**src/rtl/alu_seq_pkg.sv**
```systemverilog
// Shared types and constants for the graphics ALU sequencer.
// Instruction layout, flag indices and FSM states live here.
package alu_seq_pkg;

    localparam int DW      = 8;
    localparam int NREG    = 4;
    localparam int RAW     = 2;
    localparam int INSTR_W = 19;

    localparam int IN_N_HI  = 18;
    localparam int IN_N_LO  = 16;
    localparam int IN_RD_HI = 15;
    localparam int IN_RD_LO = 14;
    localparam int IN_RA_HI = 13;
    localparam int IN_RA_LO = 12;
    localparam int IN_RB_HI = 11;
    localparam int IN_RB_LO = 10;
    localparam int IN_UIMM  = 9;
    localparam int IN_COND  = 8;
    localparam int IN_IM_HI = 7;
    localparam int IN_IM_LO = 0;

    localparam int CC_N = 3;
    localparam int CC_Z = 2;
    localparam int CC_C = 1;
    localparam int CC_V = 0;

    typedef enum logic [1:0] {
        S_IDLE,
        S_ISSUE,
        S_WAIT,
        S_RESP
    } state_e;

    // Field order mirrors the bit positions above, MSB first.
    typedef struct packed {
        logic [2:0]    n;
        logic [RAW-1:0] rd;
        logic [RAW-1:0] ra;
        logic [RAW-1:0] rb;
        logic          use_imm;
        logic          cond;
        logic [DW-1:0] imm;
    } instr_t;

endpackage

```
**src/rtl/gfx_regfile.sv**
```systemverilog
// 4x8 register file: one write port, two combinational read ports.
// All registers clear on asynchronous active-low reset.
module gfx_regfile
    import alu_seq_pkg::*;
(
    input  logic           clk,
    input  logic           rst_n,
    input  logic           we_i,
    input  logic [RAW-1:0] waddr_i,
    input  logic [DW-1:0]  wdata_i,
    input  logic [RAW-1:0] raddr_a_i,
    output logic [DW-1:0]  rdata_a_o,
    input  logic [RAW-1:0] raddr_b_i,
    output logic [DW-1:0]  rdata_b_o
);

    logic [DW-1:0] regs_q [NREG];

    always_ff @(posedge clk or negedge rst_n) begin
        if (!rst_n) begin
            for (int i = 0; i < NREG; i++) begin
                regs_q[i] <= '0;
            end
        end else if (we_i) begin
            regs_q[waddr_i] <= wdata_i;
        end
    end

    assign rdata_a_o = regs_q[raddr_a_i];
    assign rdata_b_o = regs_q[raddr_b_i];

endmodule

```
**src/rtl/alu_seq.sv**
```systemverilog
// Single-issue sequencer driving the graphics ALU a/b/n -> r/cc port.
// Accepts one instruction, waits ALU_LAT cycles, writes back, responds.
module alu_seq
    import alu_seq_pkg::*;
#(
    parameter int ALU_LAT = 1
) (
    input  logic               clk,
    input  logic               rst_n,
    input  logic               instr_valid,
    output logic               instr_ready,
    input  logic [INSTR_W-1:0] instr,
    output logic [DW-1:0]      alu_a,
    output logic [DW-1:0]      alu_b,
    output logic [2:0]         alu_n,
    input  logic [DW-1:0]      alu_r,
    input  logic [3:0]         alu_cc,
    output logic               res_valid,
    input  logic               res_ready,
    output logic [DW-1:0]      res_data,
    output logic [3:0]         res_cc,
    output logic [RAW-1:0]     res_rd,
    output logic               res_skip
);

    localparam logic [2:0] LAT_M1 = 3'(ALU_LAT - 1);

    state_e         state_q, state_d;
    logic [2:0]     cnt_q, cnt_d;
    logic           up_q;
    logic [DW-1:0]  a_q, a_d;
    logic [DW-1:0]  b_q, b_d;
    logic [2:0]     n_q, n_d;
    logic [RAW-1:0] rd_q, rd_d;
    logic           cond_q, cond_d;
    logic [3:0]     cc_q, cc_d;
    logic [DW-1:0]  rdat_q, rdat_d;
    logic [3:0]     rcc_q, rcc_d;
    logic           skip_q, skip_d;

    instr_t         in_s;
    logic [DW-1:0]  rf_a;
    logic [DW-1:0]  rf_b;
    logic           accept;
    logic           last;
    logic           squash;
    logic           we;

    assign in_s   = instr_t'(instr);
    assign accept = instr_valid && instr_ready;
    assign last   = (state_q == S_WAIT) && (cnt_q == 3'd0);
    assign squash = cond_q && cc_q[CC_Z];
    assign we     = last && !squash;

    gfx_regfile u_rf (
        .clk       (clk),
        .rst_n     (rst_n),
        .we_i      (we),
        .waddr_i   (rd_q),
        .wdata_i   (alu_r),
        .raddr_a_i (in_s.ra),
        .rdata_a_o (rf_a),
        .raddr_b_i (in_s.rb),
        .rdata_b_o (rf_b)
    );

    // up_q keeps ready low while reset is held and for no longer.
    always_ff @(posedge clk or negedge rst_n) begin
        if (!rst_n) begin
            state_q <= S_IDLE;
            cnt_q   <= '0;
            up_q    <= 1'b0;
            a_q     <= '0;
            b_q     <= '0;
            n_q     <= '0;
            rd_q    <= '0;
            cond_q  <= 1'b0;
            cc_q    <= '0;
            rdat_q  <= '0;
            rcc_q   <= '0;
            skip_q  <= 1'b0;
        end else begin
            state_q <= state_d;
            cnt_q   <= cnt_d;
            up_q    <= 1'b1;
            a_q     <= a_d;
            b_q     <= b_d;
            n_q     <= n_d;
            rd_q    <= rd_d;
            cond_q  <= cond_d;
            cc_q    <= cc_d;
            rdat_q  <= rdat_d;
            rcc_q   <= rcc_d;
            skip_q  <= skip_d;
        end
    end

    always_comb begin
        state_d = state_q;
        cnt_d   = cnt_q;
        a_d     = a_q;
        b_d     = b_q;
        n_d     = n_q;
        rd_d    = rd_q;
        cond_d  = cond_q;
        cc_d    = cc_q;
        rdat_d  = rdat_q;
        rcc_d   = rcc_q;
        skip_d  = skip_q;
        unique case (state_q)
            S_IDLE: begin
                if (accept) begin
                    a_d     = rf_a;
                    b_d     = in_s.use_imm ? in_s.imm : rf_b;
                    n_d     = in_s.n;
                    rd_d    = in_s.rd;
                    cond_d  = in_s.cond;
                    state_d = S_ISSUE;
                end
            end
            S_ISSUE: begin
                cnt_d   = LAT_M1;
                state_d = S_WAIT;
            end
            S_WAIT: begin
                if (cnt_q == 3'd0) begin
                    if (squash) begin
                        rdat_d = '0;
                        rcc_d  = cc_q;
                        skip_d = 1'b1;
                    end else begin
                        cc_d   = alu_cc;
                        rdat_d = alu_r;
                        rcc_d  = alu_cc;
                        skip_d = 1'b0;
                    end
                    state_d = S_RESP;
                end else begin
                    cnt_d = cnt_q - 3'd1;
                end
            end
            S_RESP: begin
                if (res_ready) begin
                    state_d = S_IDLE;
                end
            end
            default: state_d = S_IDLE;
        endcase
    end

    assign instr_ready = up_q && (state_q == S_IDLE);
    assign res_valid   = (state_q == S_RESP);
    assign alu_a       = a_q;
    assign alu_b       = b_q;
    assign alu_n       = n_q;
    assign res_data    = rdat_q;
    assign res_cc      = rcc_q;
    assign res_rd      = rd_q;
    assign res_skip    = skip_q;

endmodule

```
**config.mk**
```make
export PLATFORM = sky130hd
export DESIGN_NAME = alu_seq
export DESIGN_NICKNAME = d
export VERILOG_FILES = /design/src/rtl/alu_seq_pkg.sv /design/src/rtl/gfx_regfile.sv /design/src/rtl/alu_seq.sv
export SDC_FILE = /design/constraint.sdc
export NUM_CORES = 1
export LEC_CHECK = 0
export BUFFER_PORTS_ARGS = -buffer_cell sky130_fd_sc_hd__buf_2
export CAP_MARGIN = 15
export CORE_ASPECT_RATIO = 0.7
export CORE_MARGIN = 2
export CORE_UTILIZATION = 54
export CTS_CLUSTER_DIAMETER = 60
export DETAILED_ROUTE_END_ITERATION = 8
export HOLD_SLACK_MARGIN = 0.1
export PLACE_DENSITY = 0.79
export SLEW_MARGIN = 15
export SYNTH_ARGS = -nofsm -noshare
export SYNTH_HDL_FRONTEND = slang
export SYNTH_SLANG_ARGS = --single-unit
```
**constraint.sdc**
```tcl
create_clock -name clk -period 2.62 [get_ports clk]
set_clock_uncertainty 0.05 [all_clocks]
set_input_delay 0.131 -clock clk [delete_from_list [all_inputs] [get_ports clk]]
set_output_delay 0.131 -clock clk [all_outputs]
set_load 0.005 [all_outputs]
```
# Word-level counts from Yosys, hierarchy flattened
# Index checks and enable logic that the tools add are counted.
# word_totals
register_bits,73
out_inout_bits,36
# classes
addsub,1
n_lt_le_gt_ge,4
n_eq_ne,7
muxes,19
bitwise_logic,4
reduce_logical,15
# ops
cell,n
$mux 8,7
$bmux 8 s2,2
$bwmux 32,1
$demux 8 s2,1
$ge 3x3->1 const B,3
$not 2->3,3
$pmux 2 s4,1
$logic_and 1x1->1,6
$mux 2,3
$pmux 3 s2,1
$reduce_and 2->1,3
$reduce_and 3->1,2
$eq 2x2->1 const B,2
$mux 4,1
$ne 2x1->1 const B,2
$ne 2x2->1 const B,2
$logic_not 3->1,1
$lt 3x1->1 const B,1
$mux 3,1
$sub 3x1->3 const B,1
$eq 2x1->1 const B,1
$logic_not 2->1,1
$reduce_bool 2->1,1
$logic_not 1->1,1
2 further kinds,2

# Logic depth before layout (Yosys ltp)
# Gate-level depths: netlist of the first run.
# depth
ltp_word,6
mapped_depth,8

# Modules after synthesis
# Synthesis of the first run repeated with hierarchy kept, for this count alone.
# unflattened
cells_unflattened,219
area_unflattened_um2,3335.7
# modules_own_cells
mod,n_inst,cells_per_inst,area_each_um2,seq_area_each_um2
alu_seq,1,131,1745.4,1026.0
gfx_regfile,1,88,1590.3,800.8

# Worst setup path after synthesis of the first run
# No wires, ideal clock.
# synth_path
kind,register to register
startpoint,register state_q[0]
endpoint,register u_rf.regs_q[0] (netlist bit)
setup_ns,0.125
arrival_time_ns,1.650
t_required_ns,2.445
setup_slack_ns,0.795
stages_incl_launch_ff,9
synth_period_minus_slack_ns,1.825
path_cell_list,dfrtp_1 > inv_1 > ha_1 > buf_6 > and3b_1 > buf_6 > and4_4 > buf_6 > mux2_4
# synth_between
elab_chain_cells,3
# synth_rtl
item,line_no,source
from (decl),alu_seq.sv:28,"state_e state_q, state_d;"
from (signal assigned),alu_seq.sv:83,state_q <= state_d;
$eq 2x2->1,alu_seq.sv:51,assign last = (state_q == S_WAIT) && (cnt_q == 3'd0);
$logic_and 1x1->1,alu_seq.sv:51,
$logic_and 1x1->1,alu_seq.sv:53,assign we = last && !squash;
"to (signal, indexed assignment)",gfx_regfile.sv:25,regs_q[waddr_i] <= wdata_i;
to (decl),gfx_regfile.sv:17,logic [DW-1:0] regs_q [NREG];
# Every way passes these cells.
# A chain may end at the register's enable or synchronous reset.

# Final worst setup path of the first run
# layout_path
startpoint,register state_q[0]
endpoint,register rcc_q[0] (netlist: res_cc[0])
# layout_between
elab_chain_cells,2
# layout_rtl
item,line_no,source
$eq 2x2->1,alu_seq.sv:110,unique case (state_q)
$reduce_and 3->1 (no line),-,
to (signal assigned),alu_seq.sv:93,rcc_q <= rcc_d;
to (decl),alu_seq.sv:38,"logic [3:0] rcc_q, rcc_d;"
# Every way passes these cells.

==> summary.md, run 1 <==
| Metric | Value |
|---|---|
| Area growth syn-to-layout | `25.4%` |
| Layout cells sized above 1 | `40.2%` |
| RSZ-0062 raised after global routing | `no` |
| Initial antenna violation count | `0` |
| Met3 WL | `400 um` |
| Area taken by multi-input logic gates | `1470 um^2` |
| Post-CTS Resized | `0` |
| CTS tree | `built` |
| Yosys top cell by area | `dfrtp_1` |
| Seq pwr share | `44.1%` |
| CTS root buffer | `clkbuf_8` |
| Post-DR vias/cell | `5.46` |
| Worst vdd ir | `0.000654 V` |
| Post-Synthesis Cells | `254` |
| Fmax | `454 MHz` |
| Num CTS Buffers | `9` |
| Placement Setup Slack | `411 ps` |
| Post-CTS Hold Fix Bufs | `27` |
| CP top delay family | `compound AO/OA/AOI/OAI gates` |
| DRT met1 WL | `3.59 mm` |
| Critical-path cell list | `inv_1, ha_1, nand3b_2, a21oi_1, mux2_2` |
| ANT nets after route | `0` |
| Max Cap Violations | `0` |
| Fillers | `458` |
| Setup CP Type | `reg2reg` |
| Chip Width | `98.7 um` |
| Vias | `2382` |
| Comb pwr share | `37.3%` |
| CTS sink cnt | `73` |
| Tmin final | `2200 ps` |
| Largest cells by area after synthesis | `dfrtp_1, mux4_2, mux2_2` |
| Final nets | `394` |
| TNS Setup | `0 ps` |
| Synth warn | `0` |
| Switching power | `1.48 mW` |
| EDFF count, synth | `0` |
| Tcrit/Tclk final | `84.0%` |
| Final setup violation count | `0` |
| #FFs+latches synth | `73` |
| Synth async-reset ratio | `100%` |
| Max stage delay on crit path | `520 ps` |
| Final number of hold-violating endpoints | `0` |
| Max-Slew Margin vs Limit | `39.4%` |
| Post-synthesis sequential area ratio | `53.8%` |
| Core ar. | `6160 um^2` |
| Routability Congestion | `0.818` |
| Total grt overflow | `0` |
| Reg clk slew, reported paths | `70 ps` |
| Share of the synthesized area in the top cell type | `53.8%` |
| Run status | `complete, no violations` |
| # IOs | `71` |
| Seq. cell area | `1830 um^2` |
| Routed WL | `7.52 mm` |
| CTS max path bufs | `2` |
| DR WL/cell | `17.2 um` |
| Mapped Nets | `295` |
| Pleak | `2.06 nW` |
| Post-Syn Area | `3390 um^2` |
| CP Buf/Inv Count | `1` |
| HPWL Detailed | `4.97 mm` |
| Starting Density | `55.1%` |
| Pins Over Slew Limit | `0` |
| Global-route wire length before repair | `12.3 mm` |
| Port Buffers | `70` |
| CP max FO | `9` |
| Clock power share | `18.5%` |
| Ant diodes | `0` |
| Residual DRC | `0` |
| Pwr dens | `1080 nW/um^2` |
| Starting DRT DRC Count | `163` |
| Slowest-stage cell, CP | `a21oi_1` |
| Largest net degree at the start of global routing | `74` |
| Drt pass-1 iters | `4` |
| Setup ws final | `419 ps` |
| Htree depth | `3` |
| Worst endpoint data arrival time | `2380 ps` |
| Crit path launch type | `flip-flop` |
| WP data required | `2800 ps` |
| Vias in the first global route | `2372` |
| Routed wl met2 | `3.45 mm` |
| Rows | `24` |
| Synth cell types | `30` |
| Worst slew pin tran | `910 ps` |
| Top_reg_cell synth | `dfrtp_1` |
| Post-CTS Repair Setup Buffers | `0` |
| Synthesized area per cell | `13.4 um^2` |
| Setup crit end kind | `flip-flop` |
| Worst-skew pair later-pin latency | `350 ps` |
| Gr usage total | `23.3%` |
| Highest routed layer | `met4` |
| HP Class | `in2reg` |
| Die Y | `70.3 um` |
| Die area | `6940 um^2` |
| Int Pwr | `3.12 mW` |
| Sw Ratio | `32.3%` |
[worst min-delay path, cell delays in order]
cell and delay [ps]:
buf_2 80, nor2b_1 50, o32a_1 290
[final timing paths]
check                                  end  cells after the start        from  slack [ps]
min in group asynchronous        res_cc[3]                      2       rst_n         420
hold reg to reg                   alu_a[4]                      2    alu_a[4]         420
setup / recovery                 res_cc[0]                      5  state_q[0]         420
max in group asynchronous  u_rf.regs_q[30]                      2       rst_n        1520
hold / removal                  state_q[0]                      3   res_ready         190
setup reg to reg                 res_cc[0]                      5  state_q[0]         420
[logic make-up (layout without fill, tap and decap cells)]
group	Yosys count	in the layout	share of synthesized area, %
adders and majority gates	6	6	2.21
other	1	1	0.111
buffers and inverters	18	122	2.84
and+or+nand+nor	72	72	9.92
muxes	64	64	27.0
AOI/OAI and AO/OA	20	20	4.09
DFF	73	73	53.8
[synth_stat cells, types with 2 or more instances]
master	instances
dfrtp_1	73
nand2_1	46
mux2_2	28
mux4_2	16
nor2_1	13
mux2i_1	12
a21oi_1	10
a22o_1	8
mux2_4	8
clkbuf_1	6
ha_1	6
inv_1	5
buf_6	3
buf_2	2
nand2b_1	2
nand4b_2	2
[cells in the final DEF, fill, tap and decap left out, types with 2 or more instances in the layout]
cell            n
a22o_1          8
inv_1           5
ha_1            6
dlygate4sd3_1  27
nor2_1         13
nand2b_1        2
mux2_2         28
clkbuf_8       10
clkinv_2        2
a21oi_1        10
mux2i_1        12
mux2_4          8
clkbuf_1        3
nand2_1        46
dfrtp_1        73
buf_2          69
nand4b_2        2
mux4_2         16
buf_4           5
[metrics by stage]
stage / power, mW / area [um^2] / util (%) / hold slack (ps) / cells
floorplan: 3.13 / 3390 / - / -215 / 254
global placement: 3.64 / 3800 / 61.7 / 265 / 393
detailed placement: 3.72 / 3800 / 61.7 / 269 / 393
CTS: 4.62 / 4260 / 69.1 / 178 / 436
global route: 4.89 / 4260 / 69.1 / 193 / 436
finish: 4.60 / 4260 / 69.1 / 192 / 436
[per-layer routing]
| layer | vias to the layer above | track usage (%) |
|---|---|---|
| met1 | 1196 | 34.2 |
| li1 | 1099 | - |
| met5 | - | 0 |
| met2 | 80 | 34.5 |
| met4 | 0 | 7.46 |
| met3 | 7 | 5.71 |
[power by group through the flow]
stage	Combinational, mW	Clock (mW)	Sequential (mW)
floorplan	1.16	0	1.96
global route	1.89	0.919	2.09
CTS	1.72	0.875	2.02
finish	1.72	0.854	2.03
detailed placement	1.69	0	2.03
global placement	1.64	0	2.01
[registers in the layout, summed over array words and instances (netlist names), 2 cells and up]
| name | count |
|---|---|
| u_rf.regs_q | 32 |
| alu_a | 8 |
| alu_b | 8 |
| res_data | 8 |
| res_cc | 4 |
| alu_n | 3 |
| cnt_q | 3 |
| res_rd | 2 |
| state_q | 2 |
[final cells by class]
type / count / area share [%]
inverters: 5 / 0.441
repair buffers: 101 / 15.3
clock inverters: 3 / 0.941
clock buffers: 13 / 3.50
flip-flops and latches: 73 / 42.9
well taps: 78 / 2.29
multi-input cells: 163 / 34.5
No activity file was read; power rests on OpenSTA's default activity.
==> run 2: changes to the inputs <==
==> constraint.sdc (replaced) <==
create_clock -name clk -period 2.04 [get_ports clk]
set_clock_uncertainty 0.05 [all_clocks]
set_input_delay 0.102 -clock clk [delete_from_list [all_inputs] [get_ports clk]]
set_output_delay 0.102 -clock clk [all_outputs]
set_load 0.005 [all_outputs]
==> run 2 against run 1 <==
  * First-iteration DRC count down 29%
  * Global-route usage increased by 1.3 points
  * Sequential share of layout area shrank 0.72 points
==> summary.md, run 2 (same netlist as run 1, synthesis figures left out) <==
| Metric | Value |
|---|---|
| Run status | `complete, no violations` |
| Post-DR vias/cell | `5.50 (+0.63%)` |
| Area taken by multi-input logic gates | `1470 um^2 (+0.26%)` |
| Htree depth | `3 (unchanged)` |
| R2R setup slack | `110 ps (-310 ps)` |
| Reg-to-Reg Start | `state_q[0]` |
| Slowest-stage cell, CP | `dfrtp_1` |
| Setup ws final | `113 ps (-306 ps)` |
| Core ar. | `6160 um^2 (unchanged)` |
| Seq pwr share | `43.1% (-1.0 points)` |
| Pins Over Slew Limit | `0 (unchanged)` |
| Largest register FFs | `32 (unchanged)` |
| Chip Width | `98.7 um (unchanged)` |
| Total grt overflow | `0 (unchanged)` |
| CP max FO | `8 (-1)` |
| Hold_sp | `res_ready` |
| Global-route wire length before repair | `12.8 mm (+4.2%)` |
| CP startpoint | `state_q[0]` |
| Gr busiest metal | `met2` |
| HPWL Detailed | `5.17 mm (+4.2%)` |
| Layout cells sized above 1 | `42.0% (+1.8 points)` |
| Final nets | `398 (+1.0%)` |
| Routed WL | `7.72 mm (+2.8%)` |
| Final number of hold-violating endpoints | `0 (unchanged)` |
| Fin cells | `440 (+0.92%)` |
| Vias in the first global route | `2438 (+2.8%)` |
| Starting DRT DRC Count | `115 (-29%)` |
| Gr usage total | `24.6% (+1.3 points)` |
| Pwr dens | `1400 nW/um^2 (+29%)` |
| Fmax | `519 MHz (+14%)` |
| Routability Congestion | `0.837 (+2.3%)` |
| Comb pwr share | `37.0% (-0.3 points)` |
| Sw Ratio | `32.3% (about the same)` |
| Max Cap Violations | `0 (unchanged)` |
| Die area | `6940 um^2 (unchanged)` |
| ANT nets after route | `0 (unchanged)` |
| Worst endpoint data arrival time | `2120 ps (-260 ps)` |
| Switching power | `1.95 mW (+32%)` |
| CTS root buffer | `clkbuf_8` |
| DR WL/cell | `17.6 um (+1.8%)` |
| Worst vdd ir | `0.000857 V (+31%)` |
| Reg clk slew, reported paths | `70 ps (about the same)` |
| Placement Setup Slack | `110 ps (-301 ps)` |
| Most frequent cells in the layout | `dfrtp_1, buf_2, nand2_1, mux2_2, dlygate4sd3_1` |
| Die Y | `70.3 um (unchanged)` |
| Register with the most flip-flops | `u_rf.regs_q` |
| Tmin final | `1930 ps (-274 ps)` |
| Ant diodes | `0 (unchanged)` |
| Worst-skew pair later-pin latency | `350 ps (about the same)` |
| Final setup violation count | `0 (unchanged)` |
| Clock power share | `19.9% (+1.4 points)` |
| Residual DRC | `0 (unchanged)` |
| Met1 Resource Use GR | `35.1% (+0.86 points)` |
| Total chip power | `6.05 mW (+31%)` |
| Max stage delay on crit path | `420 ps (-100 ps)` |
| M2 GR Usage | `37.4% (+2.9 points)` |
| Most common cell after layout, fill and taps aside | `dfrtp_1` |
| Fillers | `429 (-6.3%)` |
| Setup crit end kind | `flip-flop` |
| HP Class | `in2reg` |
| Port Buffers | `70 (unchanged)` |
| Cell count after placement | `397 (+1.0%)` |
| Pleak | `2.09 nW (+1.5%)` |
| Tcrit/Tclk final | `94.5% (+10 points)` |
| CTS max path bufs | `2 (unchanged)` |
| Setup CP Type | `reg2reg` |
| CP top delay family | `simple AND/OR/NAND/NOR gates` |
| CTS sink cnt | `73 (unchanged)` |
| Critical-path cell list | `inv_1, ha_1, and3b_1, nand4b_2, mux2_2` |
| CTS tree | `built` |
| Num CTS Buffers | `9 (unchanged)` |
| Drt pass-1 iters | `4 (unchanged)` |
| Rows | `24 (unchanged)` |
| WP data required | `2230 ps (-570 ps)` |
| RSZ-0062 raised after global routing | `no` |
| Crit path launch type | `flip-flop` |
| Routing usage on met3 | `8.11% (+2.4 points)` |
| TNS Setup | `0 ps (unchanged)` |
| Seq. cell area | `1830 um^2 (unchanged)` |
| Area growth syn-to-layout | `27.5%` |
| CP Buf/Inv Count | `1 (unchanged)` |
| Vias | `2419 (+1.6%)` |
| Starting Density | `55.1% (unchanged)` |
| Initial antenna violation count | `0 (unchanged)` |
| # IOs | `71 (unchanged)` |
| Int Pwr | `4.10 mW (+31%)` |
| Largest net degree at the start of global routing | `41 (-45%)` |
| Post-CTS Repair Setup Buffers | `0 (unchanged)` |
==> run 2: cell types whose count changed in the layout (fill, tap and decap cells not counted), sizes merged <==
cell      previous run  this run
buf                 74        78
clkinvlp             0         2
clkbuf              13        12
clkinv               2         1
==> run 2: timing repair <==
item,CTS,global route
endpoints found under the hold margin,131,0
hold buffers,27,0
resized for setup,0,1
setup endpoints to repair,0,11
==> run 2: worst min-delay path: cells and delay by family <==
| family | cells | cell delay, ps |
|---|---|---|
| and+or+nand+nor | 1 | 50 |
| AOI/OAI and AO/OA | 1 | 290 |
| buffers and inverters | 1 | 80 |
==> run 2: final cells by class <==
cell class | count | area share (%)
Clock buffer | 12 | 3.82
Clock inverter | 4 | 1.16
Inverter | 5 | 0.434
Multi-Input combinational cell | 163 | 34.1
Sequential cell | 73 | 42.2
Tap cell | 78 | 2.25
Timing Repair Buffer | 105 | 16.1
==> run 2: layer usage <==
layer,wire length [um],vias up
li1,-,1102
met1,3560,1230
met2,3610,80
met3,485,7
met4,68,0
met5,0,-
==> run 2: per-stage QoR <==
stage | utilization, % | hold slack (ps) | area [um^2]
CTS | 70.2 | 151 | 4320
global placement | 62.4 | 35.3 | 3840
global route | 70.3 | 162 | 4330
detailed placement | 62.4 | 34.9 | 3840
finish | 70.3 | 165 | 4330
floorplan | - | -244 | 3390
==> run 2: power by group through the flow <==
stage,clock [mW],combinational [mW],sequential [mW]
after global placement,0,2.13,2.57
after CTS,1.22,2.26,2.59
final,1.20,2.24,2.61
after floorplan,0,1.50,2.52
after detailed placement,0,2.21,2.61
after global routing,1.29,2.46,2.70
==> run 2: worst paths after layout <==
| path | end | cells after the start |
|---|---|---|
| max | u_rf.regs_q[12] | 5 |
| min | state_q[0] | 3 |
| max reg2reg | u_rf.regs_q[12] | 5 |
| min reg2reg | alu_n[1] | 2 |
| max in group asynchronous | u_rf.regs_q[15] | 3 |
| min in group asynchronous | cond_q | 2 |
